**config.mk**
```make
export PLATFORM = sky130hd
export DESIGN_NAME = tachyon_manifold_ctrl
export DESIGN_NICKNAME = d
export VERILOG_FILES = /design/src/rtl/tachyon_manifold_ctrl_pkg.sv /design/src/rtl/tachyon_manifold_ctrl_char_decoder.sv /design/src/rtl/tachyon_manifold_ctrl.sv
export SDC_FILE = /design/constraint.sdc
export NUM_CORES = 1
export LEC_CHECK = 0
export CELL_PAD_IN_SITES_DETAIL_PLACEMENT = 1
export CELL_PAD_IN_SITES_GLOBAL_PLACEMENT = 1
export CORE_MARGIN = 1.5
export CORE_UTILIZATION = 36
export DETAILED_ROUTE_END_ITERATION = 10
export PLACE_DENSITY_LB_ADDON = 0.1
export SLEW_MARGIN = 15
export SYNTH_ARGS = -nofsm -noshare
export SYNTH_HDL_FRONTEND = slang
export SYNTH_HIERARCHICAL = 1
export SYNTH_SLANG_ARGS = --single-unit
```
**constraint.sdc**
```tcl
create_clock -name clk -period 2.2 [get_ports clk]
set_input_delay 0.44 -clock clk [delete_from_list [all_inputs] [get_ports clk]]
set_output_delay 0.44 -clock clk [all_outputs]
set_load 0.02 [all_outputs]
```
**src/rtl/tachyon_manifold_ctrl_pkg.sv**
```systemverilog
// Package: tachyon_pkg
// Shared definitions for the tachyon manifold controller: the ASCII codes of
// the schematic alphabet, the controller state encoding and the error codes
// reported on error_code.
package tachyon_pkg;

    // Schematic alphabet
    localparam logic [7:0] CH_DOT   = 8'h2E;  // '.'  empty cell
    localparam logic [7:0] CH_S     = 8'h53;  // 'S'  beam entry point
    localparam logic [7:0] CH_CARET = 8'h5E;  // '^'  splitter
    localparam logic [7:0] CH_LF    = 8'h0A;  // '\n' end of line
    localparam logic [7:0] CH_CR    = 8'h0D;  // '\r' optional line-ending noise

    typedef enum logic [2:0] {
        ST_IDLE,
        ST_CLEAR,
        ST_RUN,
        ST_DONE,
        ST_ERROR
    } state_t;

    localparam logic [1:0] ERR_NONE  = 2'b00;
    localparam logic [1:0] ERR_CHAR  = 2'b01;  // byte outside the alphabet
    localparam logic [1:0] ERR_LEN   = 2'b10;  // line too long or too short
    localparam logic [1:0] ERR_START = 2'b11;  // 'S' missing, repeated or off line 0

endpackage

```
**src/rtl/tachyon_manifold_ctrl_char_decoder.sv**
```systemverilog
// Module: tachyon_char_decoder
// Purely combinational classifier for one schematic byte.
// Ports:
//   byte_in    in  8  ASCII byte
//   empty      out 1  byte is '.'
//   enter      out 1  byte is 'S'
//   splitter   out 1  byte is '^'
//   line_feed  out 1  byte is '\n'
//   cr         out 1  byte is '\r'
//   illegal    out 1  byte is none of the above
module tachyon_char_decoder
    import tachyon_pkg::*;
(
    input  logic [7:0] byte_in,
    output logic       empty,
    output logic       enter,
    output logic       splitter,
    output logic       line_feed,
    output logic       cr,
    output logic       illegal
);

    assign empty     = (byte_in == CH_DOT);
    assign enter     = (byte_in == CH_S);
    assign splitter  = (byte_in == CH_CARET);
    assign line_feed = (byte_in == CH_LF);
    assign cr        = (byte_in == CH_CR);
    // CR is reported separately; whether it is legal is decided by the caller.
    assign illegal   = ~(empty | enter | splitter | line_feed | cr);

endmodule

```
**src/rtl/tachyon_manifold_ctrl.sv**
```systemverilog
// Module: tachyon_manifold_ctrl
// Sequencer between a byte source and tachyon_manifold_sim. Each start pulse
// runs one schematic: the sim is held in reset for a cycle, then every
// accepted byte is checked and forwarded as a one-cycle decoded strobe. The
// sim's final split count is captured and offered on a valid/ready port.
//
// Handshakes: a transfer happens on a rising clk edge where valid and ready
// are both high; valid holds its payload stable until that edge, and ready
// may rise or fall independently of valid.
//
// Optional feature: define TACHYON_CTRL_CR_STRIP_EN to accept and silently
// drop '\r' bytes; without it '\r' is reported as a bad character.
//
// Ports:
//   clk, reset (async, active-high)
//   start                      run request (honoured in IDLE / ERROR)
//   byte_in/byte_valid/byte_ready   schematic byte stream
//   sim_reset                  reset to the sim
//   sim_beam_empty/_enter/_splitter/_line_feed, sim_beam_in_valid  strobes
//   sim_split_count, sim_split_count_valid   final count from the sim
//   result_count/result_valid/result_ready   captured result
//   busy, error, error_code    status
module tachyon_manifold_ctrl
    import tachyon_pkg::*;
#(
    parameter int  TACHYON_MANIFOLD_WIDTH = 3,
    localparam int COUNT_W = $clog2(((TACHYON_MANIFOLD_WIDTH * TACHYON_MANIFOLD_WIDTH - 1) / 8) + 1)
) (
    input  logic               clk,
    input  logic               reset,
    input  logic               start,
    input  logic [7:0]         byte_in,
    input  logic               byte_valid,
    output logic               byte_ready,
    output logic               sim_reset,
    output logic               sim_beam_empty,
    output logic               sim_beam_enter,
    output logic               sim_beam_splitter,
    output logic               sim_beam_line_feed,
    output logic               sim_beam_in_valid,
    input  logic [COUNT_W-1:0] sim_split_count,
    input  logic               sim_split_count_valid,
    output logic [COUNT_W-1:0] result_count,
    output logic               result_valid,
    input  logic               result_ready,
    output logic               busy,
    output logic               error,
    output logic [1:0]         error_code
);

    localparam int W      = TACHYON_MANIFOLD_WIDTH;
    localparam int COL_W  = $clog2(W + 1);
    localparam int LINE_W = $clog2(W + 1);

    localparam logic [COL_W-1:0]  COL_FULL  = COL_W'(W);
    localparam logic [LINE_W-1:0] LINE_LAST = LINE_W'(W - 1);

    state_t             state;
    logic [COL_W-1:0]   col;
    logic [LINE_W-1:0]  line;
    logic               s_seen;

    logic d_empty, d_enter, d_splitter, d_lf, d_cr, d_illegal;
    logic bad_char, drop_byte, accept;
    logic [1:0] chk_code;

    tachyon_char_decoder u_decoder (
        .byte_in   (byte_in),
        .empty     (d_empty),
        .enter     (d_enter),
        .splitter  (d_splitter),
        .line_feed (d_lf),
        .cr        (d_cr),
        .illegal   (d_illegal)
    );

`ifdef TACHYON_CTRL_CR_STRIP_EN
    assign bad_char  = d_illegal;
    assign drop_byte = d_cr;
`else
    assign bad_char  = d_illegal | d_cr;
    assign drop_byte = 1'b0;
`endif

    // byte_ready is only ever high in RUN, so this is the RUN acceptance.
    assign accept = byte_valid & byte_ready;

    // Format check of the byte currently offered; priority is
    // bad character, then line length, then entry-point placement.
    always_comb begin
        chk_code = ERR_NONE;
        if (bad_char) begin
            chk_code = ERR_CHAR;
        end else if (drop_byte) begin
            chk_code = ERR_NONE;
        end else if (d_lf) begin
            if (col != COL_FULL)
                chk_code = ERR_LEN;
            else if ((line == '0) && !s_seen)
                chk_code = ERR_START;
        end else begin
            if (col == COL_FULL)
                chk_code = ERR_LEN;
            else if (d_enter && ((line != '0) || s_seen))
                chk_code = ERR_START;
        end
    end

    always_ff @(posedge clk or posedge reset) begin
        if (reset) begin
            state              <= ST_IDLE;
            col                <= '0;
            line               <= '0;
            s_seen             <= 1'b0;
            byte_ready         <= 1'b0;
            sim_reset          <= 1'b1;
            sim_beam_empty     <= 1'b0;
            sim_beam_enter     <= 1'b0;
            sim_beam_splitter  <= 1'b0;
            sim_beam_line_feed <= 1'b0;
            sim_beam_in_valid  <= 1'b0;
            result_count       <= '0;
            result_valid       <= 1'b0;
            busy               <= 1'b0;
            error              <= 1'b0;
            error_code         <= ERR_NONE;
        end else begin
            // Strobes live for exactly one cycle.
            sim_beam_empty     <= 1'b0;
            sim_beam_enter     <= 1'b0;
            sim_beam_splitter  <= 1'b0;
            sim_beam_line_feed <= 1'b0;
            sim_beam_in_valid  <= 1'b0;

            case (state)
                ST_IDLE: begin
                    if (start) begin
                        state <= ST_CLEAR;
                        busy  <= 1'b1;
                    end
                end

                ST_CLEAR: begin
                    state      <= ST_RUN;
                    col        <= '0;
                    line       <= '0;
                    s_seen     <= 1'b0;
                    sim_reset  <= 1'b0;
                    byte_ready <= 1'b1;
                end

                ST_RUN: begin
                    if (sim_split_count_valid) begin
                        result_count <= sim_split_count;
                        result_valid <= 1'b1;
                        byte_ready   <= 1'b0;
                        state        <= ST_DONE;
                    end else if (accept) begin
                        if (chk_code != ERR_NONE) begin
                            // Offending byte is swallowed, never forwarded.
                            state      <= ST_ERROR;
                            error      <= 1'b1;
                            error_code <= chk_code;
                            byte_ready <= 1'b0;
                            sim_reset  <= 1'b1;
                        end else if (!drop_byte) begin
                            sim_beam_empty     <= d_empty;
                            sim_beam_enter     <= d_enter;
                            sim_beam_splitter  <= d_splitter;
                            sim_beam_line_feed <= d_lf;
                            sim_beam_in_valid  <= 1'b1;
                            if (d_lf) begin
                                col  <= '0;
                                line <= line + LINE_W'(1);
                                // Last line complete: wait for the sim's count.
                                if (line == LINE_LAST)
                                    byte_ready <= 1'b0;
                            end else begin
                                col <= col + COL_W'(1);
                                if (d_enter)
                                    s_seen <= 1'b1;
                            end
                        end
                    end
                end

                ST_DONE: begin
                    if (result_ready) begin
                        result_valid <= 1'b0;
                        busy         <= 1'b0;
                        sim_reset    <= 1'b1;
                        state        <= ST_IDLE;
                    end
                end

                ST_ERROR: begin
                    if (start) begin
                        error      <= 1'b0;
                        error_code <= ERR_NONE;
                        state      <= ST_CLEAR;
                    end
                end

                default: state <= ST_IDLE;
            endcase
        end
    end

endmodule

```
==> results_dict.tcl, run 1 <==
set metrics [dict create \
    outcome "completed" \
    post_drt_wl_per_cell_um 15.7 \
    grt_use_met2_pct 35.8 \
    setup_tns_ns 0 \
    finalSetupViolCount 0 \
    fin_crit_ns 2.16 \
    drtIter0Drc 38 \
    finalPower_mw 1.31 \
    p_comb_share_pct 44.5 \
    r2r_slack_ns 0.15 \
    leakage_nw 0.774 \
    peakVddDrop_v 0.000463 \
    critPathRequiredTime_ns 2.44 \
    worstSkewPairLatency_ns 0.30 \
    clkTransAtPathRegs_ns 0.12 \
    p_switching_mw 0.502 \
    coreArea_mm2 0.00305 \
    place_area_mm2 0.00166 \
    slew_headroom_pct 75.5 \
    drive_gt1_share_pct 33.1 \
    fin_ws_ns 0.0431 \
    p_clk_share_pct 14.2 \
    fin_util_pct 59.0 \
    reg2reg_depth 8 \
    startpoint_type "input port" \
    die_h_um 59.6 \
    grt_util_met3_pct 2.84 \
    hold_buffers 0 \
    regArea_um2 527 \
    antenna_cells 0 \
    worstPathMaxFanout 4 \
    grt_pass1_wl_mm 5.67 \
    grt_max_degree 22 \
    reg2reg_to "s_seen" \
    dp_cells 213 \
    critical_path_class "input port to register" \
    grt.busiest_layer "met2" \
    fin_nets 197 \
    num_vias 1148 \
    grt-ovfl-total 0 \
    io_pins 28 \
    dpl_worst_slack_ns -0.652 \
    clock-sinks 21 \
    place.gp.congestion 0.875 \
    synthesis.area_mm2 0.00115 \
    finalCritPeriodShare_pct 98.0 \
    end_kind "register" \
    final_cell_area_mm2 0.00180 \
    fin_skew_ns 0.00534 \
    netlist_instances 122 \
    slew_violations 0 \
    antenna_found_initial 0 \
    initial_core_util_pct 37.7 \
    root_buffer "clkbuf_4" \
    via_per_inst 5.17 \
    max_freq_mhz 464 \
    rows 20 \
    drc_errors 0 \
    ys_seq_area_share_pct 45.7 \
    finalNonFillerCells 222 \
    hold_violations 0 \
    place_hpwl_mm 2.70 \
    clockBufferDepth 2 \
    multi_input_area_um2 722 \
    yosys_register_bits 21 \
    seqPwrFrac_pct 41.3 \
    routed_wl_mm 3.49 \
    cp.arrival_ns 2.39 \
    cts_buffers 3 \
    worst_hold_slack_ns 0.465 \
    synthToLayoutAreaGrowth_pct 56.2 \
    track_usage_pct 20.7 \
    grt_pass1_vias 1195 \
    hold_class "input port to async pin" \
    ant_nets 0 \
    die_area_mm2 0.00355 \
    yosys_warnings 6 \
    numPortBuffers 27 \
    cts_tree "yes" \
    power_density_mw_per_mm2 728 \
    p_int_mw 0.809 \
    synth_cell_types 41 \
    cap_violations 0 \
    synth.avg_cell_area_um2 9.45 \
    p_sw_share_pct 38.3 \
    grt_use_met1_pct 28.1 \
    synth_nets 140 \
    firstDrtPassIters 4 \
    die_w_um 59.6 \
    nFillCells 362 \
    r2r_start "line[1]" \
    max_slew.worst_pin.slew_ns 0.364 \
    ctsHtreeMaxLevel 1 \
]
==> synthesized netlist by cell type (all sizes together) <==
cell,n,share of area [%]
nor2b,2,1.1
or4bb,1,0.98
nor3,1,0.43
o2bb2ai,2,1.5
o22ai,1,0.54
nand4bb,1,0.98
o31a,1,0.76
clkbuf,2,0.65
a22o,1,0.76
or2,1,0.54
o21ai,8,3.5
dfstp,1,2.3
nor4,4,2.2
and2b,2,1.3
a32oi,1,0.76
dfrtp,20,43
nand2b,3,2.3
a31o,1,0.76
nor3b,2,1.3
and2,3,1.7
inv,7,2.3
a2111oi,1,0.76
a211o,2,1.5
mux2i,1,0.87
o31ai,2,1.3
o211ai,1,0.65
or4,2,1.6
ha,3,3.3
nand2,13,4.2
mux2,1,0.98
a31oi,2,1.1
a211oi,3,3.0
nor2,13,4.2
nand3,3,1.3
nand4b,2,1.5
a21oi,7,3.0
or3,1,0.54
==> power groups by stage <==
stage | Combinational, mW | Clock, mW | Sequential [mW]
after global routing | 0.642 | 0.206 | 0.553
after global placement | 0.565 | 0 | 0.542
after floorplan | 0.254 | 0 | 0.610
final | 0.583 | 0.186 | 0.542
after detailed placement | 0.581 | 0 | 0.548
after CTS | 0.585 | 0.195 | 0.542
==> cells by family after synthesis <==
logic type | synth area share, %
flops | 45.7
mux | 1.85
compound gates | 20.0
fa+ha+maj | 3.26
buf+inv | 2.93
simple gates | 26.3
==> worst max-delay path by stage <==
stage	from	end	slack [ns]	cells past startpoint
after floorplan	byte_in[4]	line[0]	0.02	8
after global routing	byte_in[5]	s_seen	-0.01	10
after detailed placement	byte_in[5]	line[0]	-0.65	8
final	byte_in[5]	s_seen	0.04	10
after global placement	byte_in[7]	error_code[1]	-0.57	10
after CTS	byte_in[6]	error_code[1]	0.003	9
==> repair_timing <==
action / CTS / global route
setup buffers: 2 / 3
resized for setup: 36 / 13
pin swaps: 14 / 14
setup endpoints to repair: 17 / 8
==> critical path, cell delays in order <==
cell      delay [ns]
buf_2           0.12
or4_4           0.57
a21oi_4         0.16
nor4_4          0.06
or2_4           0.26
buf_6           0.12
a211oi_4        0.27
buf_4           0.19
a31oi_2         0.09
nor2_1          0.11
==> sequential cells by signal, indices dropped and copies added (netlist names) <==
signal / count
sim_beam_in_valid: 1
sim_beam_enter: 1
s_seen: 1
byte_ready: 1
col: 2
error: 1
result_count: 1
error_code: 2
sim_reset: 1
result_valid: 1
sim_beam_empty: 1
busy: 1
sim_beam_line_feed: 1
sim_beam_splitter: 1
line: 2
state: 3
==> layout by cell type, fill, tap and decap left out, types with 3 or more instances in the layout <==
cell,instances
ha_1,3
inv_1,7
a21oi_1,6
dfrtp_1,20
buf_4,24
clkdlybuf4s50_1,19
clkbuf_4,3
nor4_4,3
buf_6,3
o21ai_0,7
nand2_1,13
buf_2,6
nor2_1,11
==> area by class of cell <==
| type | instances | area share (%) |
|---|---|---|
| Tap cell | 44 | 3.06 |
| Multi-Input combinational cell | 92 | 40.1 |
| Clock buffer | 4 | 1.46 |
| Sequential cell | 21 | 29.3 |
| Inverter | 7 | 1.46 |
| Timing Repair Buffer | 54 | 24.7 |
==> metal layers <==
layer / wire (um) / up-vias
met5: 0 / -
li1: - / 559
met4: 15 / 0
met2: 1810 / 19
met3: 76 / 2
met1: 1590 / 568
No activity file was read; power rests on OpenSTA's default activity.
==> run 2, diff against run 1 <==
--- a/config.mk
+++ b/config.mk
@@ -7,2 +7,3 @@
 export LEC_CHECK = 0
+export ABC_AREA = 1
 export CELL_PAD_IN_SITES_DETAIL_PLACEMENT = 1
@@ -11,2 +12,3 @@
 export CORE_UTILIZATION = 36
+export CTS_CLUSTER_DIAMETER = 200
 export DETAILED_ROUTE_END_ITERATION = 10
--- a/constraint.sdc
+++ b/constraint.sdc
@@ -3,2 +3,2 @@
 set_output_delay 0.44 -clock clk [all_outputs]
-set_load 0.02 [all_outputs]
+set_load 0.1 [all_outputs]
==> results_dict.tcl, run 2 <==
set metrics [dict create \
    cts_buffers 3 \
    track_usage_pct 17.9 \
    p_sw_share_pct 55.7 \
    place_hpwl_mm 2.60 \
    synth_area_leaders "dfrtp_1, nand2_1, inv_1" \
    fin_crit_ns 2.04 \
    finalCritPeriodShare_pct 92.9 \
    synth_cell_types 29 \
    final_common_cell "nand2_1" \
    topRoutingLayerUsed "met4" \
    yosysTopAreaCellShare_pct 38.6 \
    startpoint_type "input port" \
    rsz0062_at_grt "false" \
    synth-edff-count 0 \
    hold_buffers 0 \
    leakage_nw 0.914 \
    yosys-top-cells-count "nand2_1, inv_1, dfrtp_1" \
    place.gp.congestion 0.745 \
    end_kind "register" \
    yosysMostFrequentCell "nand2_1" \
    crit_family "simple AND/OR/NAND/NOR gates" \
    antenna_cells 0 \
    rows 21 \
    firstDrtPassIters 4 \
    crit_slowest_cell "clkdlybuf4s50_1" \
    p_clk_share_pct 9.0 \
    slew_headroom_pct 71.0 \
    initial_core_util_pct 38.2 \
    regArea_um2 527 \
    seqPwrFrac_pct 29.6 \
    drt-met1-wl_mm 1.26 \
    route.met3.wl_um 100 \
    drtIter0Drc 18 \
    peakVddDrop_v 0.000532 \
    cp.arrival_ns 2.24 \
    slew_violations 0 \
    r2r_slack_ns 0.44 \
    cts-resized-gates 0 \
    cpPeakStageDelay_ns 0.49 \
    crit_chain "clkdlybuf4s50_1, inv_1, nand2_2, inv_1, nand4_1, inv_1, nor2_2, inv_1, nor2_1, nor2_2, nand2_2, nand2_2, nand2_2, nand2_1, nand2_1, nand2_1" \
    fin_util_pct 49.4 \
    synthToLayoutAreaGrowth_pct 29.4 \
    max_slew.worst_pin.slew_ns 0.433 \
    finalSetupViolCount 0 \
    largest_reg_flops 3 \
    synthArstFlopShare_pct 100 \
    worst_hold_slack_ns 0.440 \
    cap_violations 0 \
    hold_violations 0 \
    grt_max_degree 22 \
    root_buffer "clkbuf_4" \
    num_vias 1225 \
    coreArea_mm2 0.00339 \
    die_w_um 63.0 \
    io_pins 28 \
    ys.flop_type "dfrtp_1" \
    met2_wirelength_mm 1.75 \
    p_switching_mw 1.17 \
    outcome "completed" \
    drc_errors 0 \
    reg2reg_to "error_code[0]" \
    die_area_mm2 0.00397 \
    ant_nets 0 \
    ctsHtreeMaxLevel 1 \
    clock-sinks 21 \
    synth.avg_cell_area_um2 7.40 \
    fin_nets 232 \
    critPathRequiredTime_ns 2.40 \
    max_freq_mhz 489 \
    power_density_mw_per_mm2 1250 \
    reg2reg_depth 12 \
    cts_tree "yes" \
    yosys_warnings 6 \
    post_drt_wl_per_cell_um 12.2 \
    max_flop_register "state" \
    grt-ovfl-total 0 \
    worstSkewPairLatency_ns 0.31 \
    via_per_inst 4.73 \
    synth_nets 193 \
    worstPathBufferInverterCount 5 \
    routed_wl_mm 3.16 \
    p_comb_share_pct 61.4 \
    synthesis.area_mm2 0.00129 \
    netlist_instances 175 \
    drive_gt1_share_pct 22.5 \
    final_cell_mix "nand2_1, inv_1, dfrtp_1, buf_4, nor2_1" \
    clkTransAtPathRegs_ns 0.12 \
    die_h_um 63.0 \
    ys_seq_area_share_pct 40.7 \
    p_int_mw 0.927 \
    multi_input_area_um2 634 \
    nFillCells 432 \
    worstPathMaxFanout 5 \
    cts_setup_buffers 0 \
    hold_class "input port to async pin" \
    critical_path_class "input port to register" \
    grt_pass1_vias 1303 \
    r2r_start "line[0]" \
    yosys_register_bits 21 \
    clockBufferDepth 2 \
    antenna_found_initial 0 \
    yosysTopAreaCell "dfrtp_1" \
    numPortBuffers 27 \
    finalPower_mw 2.09 \
    grt_pass1_wl_mm 5.64 \
    fin_skew_ns 0.0101 \
]
==> run 2: worst max-delay path by stage <==
stage | slack (ns) | end | start | cells past startpoint
3_5_place_dp | -0.17 | error_code[0] | byte_in[2] | 15
4_1_cts | 0.14 | error_code[0] | byte_in[0] | 16
6_report | 0.16 | error_code[0] | byte_in[0] | 16
5_1_grt | 0.004 | error_code[0] | byte_in[5] | 16
2_1_floorplan | 0.43 | line[1] | byte_ready | 7
3_3_place_gp | -0.09 | error_code[0] | byte_in[1] | 15
==> run 2: kinds of logic (layout without fill, tap and decap cells) <==
kind of cell | Yosys count | in the layout | synth area share (%)
AND/OR/NAND/NOR | 97 | 97 | 37.0
buffers and inverters | 36 | 74 | 10.8
flip-flops | 21 | 21 | 40.7
multiplexers | 1 | 1 | 0.870
AO/OA/AOI/OAI | 17 | 17 | 7.73
adder cells (fa/ha/maj) | 3 | 3 | 2.90
==> run 2: power groups by stage <==
stage	logic (mW)	clock network (mW)	registers (mW)
after floorplan	0.560	0	1.05
after global placement	1.24	0	0.613
after detailed placement	1.29	0	0.628
after CTS	1.30	0.196	0.620
after global routing	1.41	0.213	0.637
final	1.29	0.188	0.619
==> run 2: per-layer routing <==
| layer | GRT usage (%) | up-vias |
|---|---|---|
| met3 | 2.52 | 6 |
| met1 | 19.5 | 583 |
| li1 | - | 617 |
| met4 | 5.83 | 0 |
| met2 | 35.0 | 19 |
| met5 | 0 | - |
==> run 2: metrics by stage <==
stage	setup TNS (ns)	setup WS, ns	instances	instance area (um^2)
2_1_floorplan	0	0.431	175	1290
4_1_cts	0	0.137	259	1670
3_3_place_gp	-0.670	-0.0900	255	1640
6_report	0	0.157	259	1680
3_5_place_dp	-1.78	-0.173	255	1640
5_1_grt	0	0.00370	259	1680
==> run 2: layout make-up <==
cell class | instances | share of cell area, %
well taps | 46 | 3.44
flip-flops and latches | 21 | 31.4
multi-input cells | 118 | 37.9
repair buffers | 34 | 17.3
clock buffers | 4 | 1.57
inverters | 36 | 8.36
==> run 2: worst reg2reg max path, delay by kind of cell (launching register included) <==
family	cells	cell delay, ns
adder cells (fa/ha/maj)	1	0.20
buffers and inverters	1	0.08
flip-flops	1	0.38
AND/OR/NAND/NOR	10	0.99
==> run 3, diff against run 2 <==
ABC_AREA = default   (was 1)
CORE_MARGIN = 2   (was 1.5)
==> results_dict.tcl, run 3 (synthesis results as in run 1) <==
set metrics [dict create \
    multi_input_area_um2 712 \
    crit_chain "buf_2, or4_4, buf_6, a21oi_4, nor4_2, or2_4, buf_4, a211oi_4, buf_4, a31oi_1, nor2_1" \
    final_cell_mix "buf_4, dfrtp_1, nand2_1, nor2_1, inv_1" \
    grt_max_degree 22 \
    crit_family "simple AND/OR/NAND/NOR gates" \
    cts_buffers 3 \
    numPortBuffers 27 \
    antenna_found_initial 0 \
    clkTransAtPathRegs_ns 0.12 \
    startpoint_type "input port" \
    grt-ovfl-total 0 \
    fin_util_pct 58.4 \
    post_drt_wl_per_cell_um 16.3 \
    crit_cells 11 \
    fin_crit_ns 2.17 \
    place_area_mm2 0.00165 \
    nFillCells 375 \
    finalSetupViolCount 0 \
    max_flop_register "state" \
    grt_pass1_wl_mm 5.98 \
    drive_gt1_share_pct 40.6 \
    root_buffer "clkbuf_4" \
    drc_errors 0 \
    max_slew.worst_pin.slew_ns 0.362 \
    fin_skew_ns 0.00761 \
    clockBufferDepth 2 \
    finalPower_mw 1.67 \
    dpl_worst_slack_ns -0.675 \
    end_kind "register" \
    synthToLayoutAreaGrowth_pct 54.6 \
    via_per_inst 5.27 \
    largest_reg_flops 3 \
    crit_slowest_cell "or4_4" \
    final_common_cell "buf_4" \
    cts_tree "yes" \
    slew_headroom_pct 75.8 \
    outcome "completed" \
    routed_wl_mm 3.64 \
    die_h_um 60.6 \
    cap_violations 0 \
    worstSkewPairLatency_ns 0.31 \
    critical_path_class "input port to register" \
    power_density_mw_per_mm2 939 \
    rsz0062_at_grt "true" \
    hold_class "input port to async pin" \
    grt_pass1_vias 1252 \
    peakVddDrop_v 0.000795 \
    place.gp.congestion 0.865 \
    cpPeakStageDelay_ns 0.52 \
    finalCritPeriodShare_pct 98.8 \
    drtIter0Drc 33 \
    max_freq_mhz 460 \
    hold_buffers 0 \
    place_hpwl_mm 2.76 \
    num_vias 1180 \
    clock-sinks 21 \
    slew_violations 0 \
    fin_nets 199 \
    io_pins 28 \
    critPathRequiredTime_ns 2.44 \
    cp_common_cell "buf_4" \
    leakage_nw 0.803 \
    rows 20 \
    reg2reg_depth 7 \
    coreArea_mm2 0.00305 \
    finalNonFillerCells 224 \
    worstPathBufferInverterCount 4 \
    dp_cells 215 \
    antenna_cells 0 \
    track_usage_pct 22.3 \
    die_area_mm2 0.00367 \
    regArea_um2 528 \
    worst_hold_slack_ns 0.439 \
    ant_nets 0 \
    cp.arrival_ns 2.41 \
    initial_core_util_pct 37.7 \
    setup_tns_ns 0 \
    firstDrtPassIters 4 \
    ctsHtreeMaxLevel 1 \
    fin_ws_ns 0.0272 \
    hold_violations 0 \
    worstPathMaxFanout 4 \
    final_cell_area_mm2 0.00178 \
    die_w_um 60.6 \
]
==> run 3: cell types whose count changed in the layout (fill, tap and decap cells not counted), moves of 4 or more <==
cell / change
buf_2: +6
buf_4: +20
clkdlybuf4s50_1: -8
inv_1: -27
nand2_1: -31
nand2_2: -8
nand3_1: -7
nand4_1: -5
nor2_1: -6
nor2_2: -4
==> run 3: cell type report <==
cell class | instances | share of cell area, %
Sequential cell | 21 | 29.6
Multi-Input combinational cell | 92 | 40.0
Clock buffer | 4 | 1.47
Timing Repair Buffer | 56 | 24.4
Tap cell | 44 | 3.09
Inverter | 7 | 1.47
==> run 3: power breakdown <==
group          total [mW]  leakage [nW]  internal [mW]  switching, mW
sequential          0.545         0.269          0.473         0.0720
clock               0.189        0.0150         0.0708          0.118
combinational       0.938         0.518          0.250          0.689
total                1.67         0.803          0.793          0.879
==> run 3: metal layers <==
metal	up-vias	GRT usage [%]	wire length (um)
met4	0	7.14	39
met3	4	2.99	74
met1	596	26.7	1580
met5	-	0	0
met2	18	40.9	1950
li1	562	-	-
==> run 3: final timing paths <==
kind / start / end / slack, ns
min in group clk: line[0] / line[0] / 0.50
setup reg to reg: line[0] / line[0] / 0.19
max in group asynchronous: reset / sim_reset / 1.50
hold / removal: reset / state[2] / 0.44
setup / recovery: byte_in[5] / s_seen / 0.03
hold reg to reg: line[0] / line[0] / 0.50
==> run 3: tightest hold or removal path, delay by kind of cell <==
kind / cells / cell delay, ns
buffers and inverters: 3 / 0.70
==> run 3: repair_timing <==
action / in CTS / in global routing
pin swaps: 14 / 10
setup endpoints to repair: 17 / 12
gates resized for setup: 45 / 5
setup buffers: 5 / 1
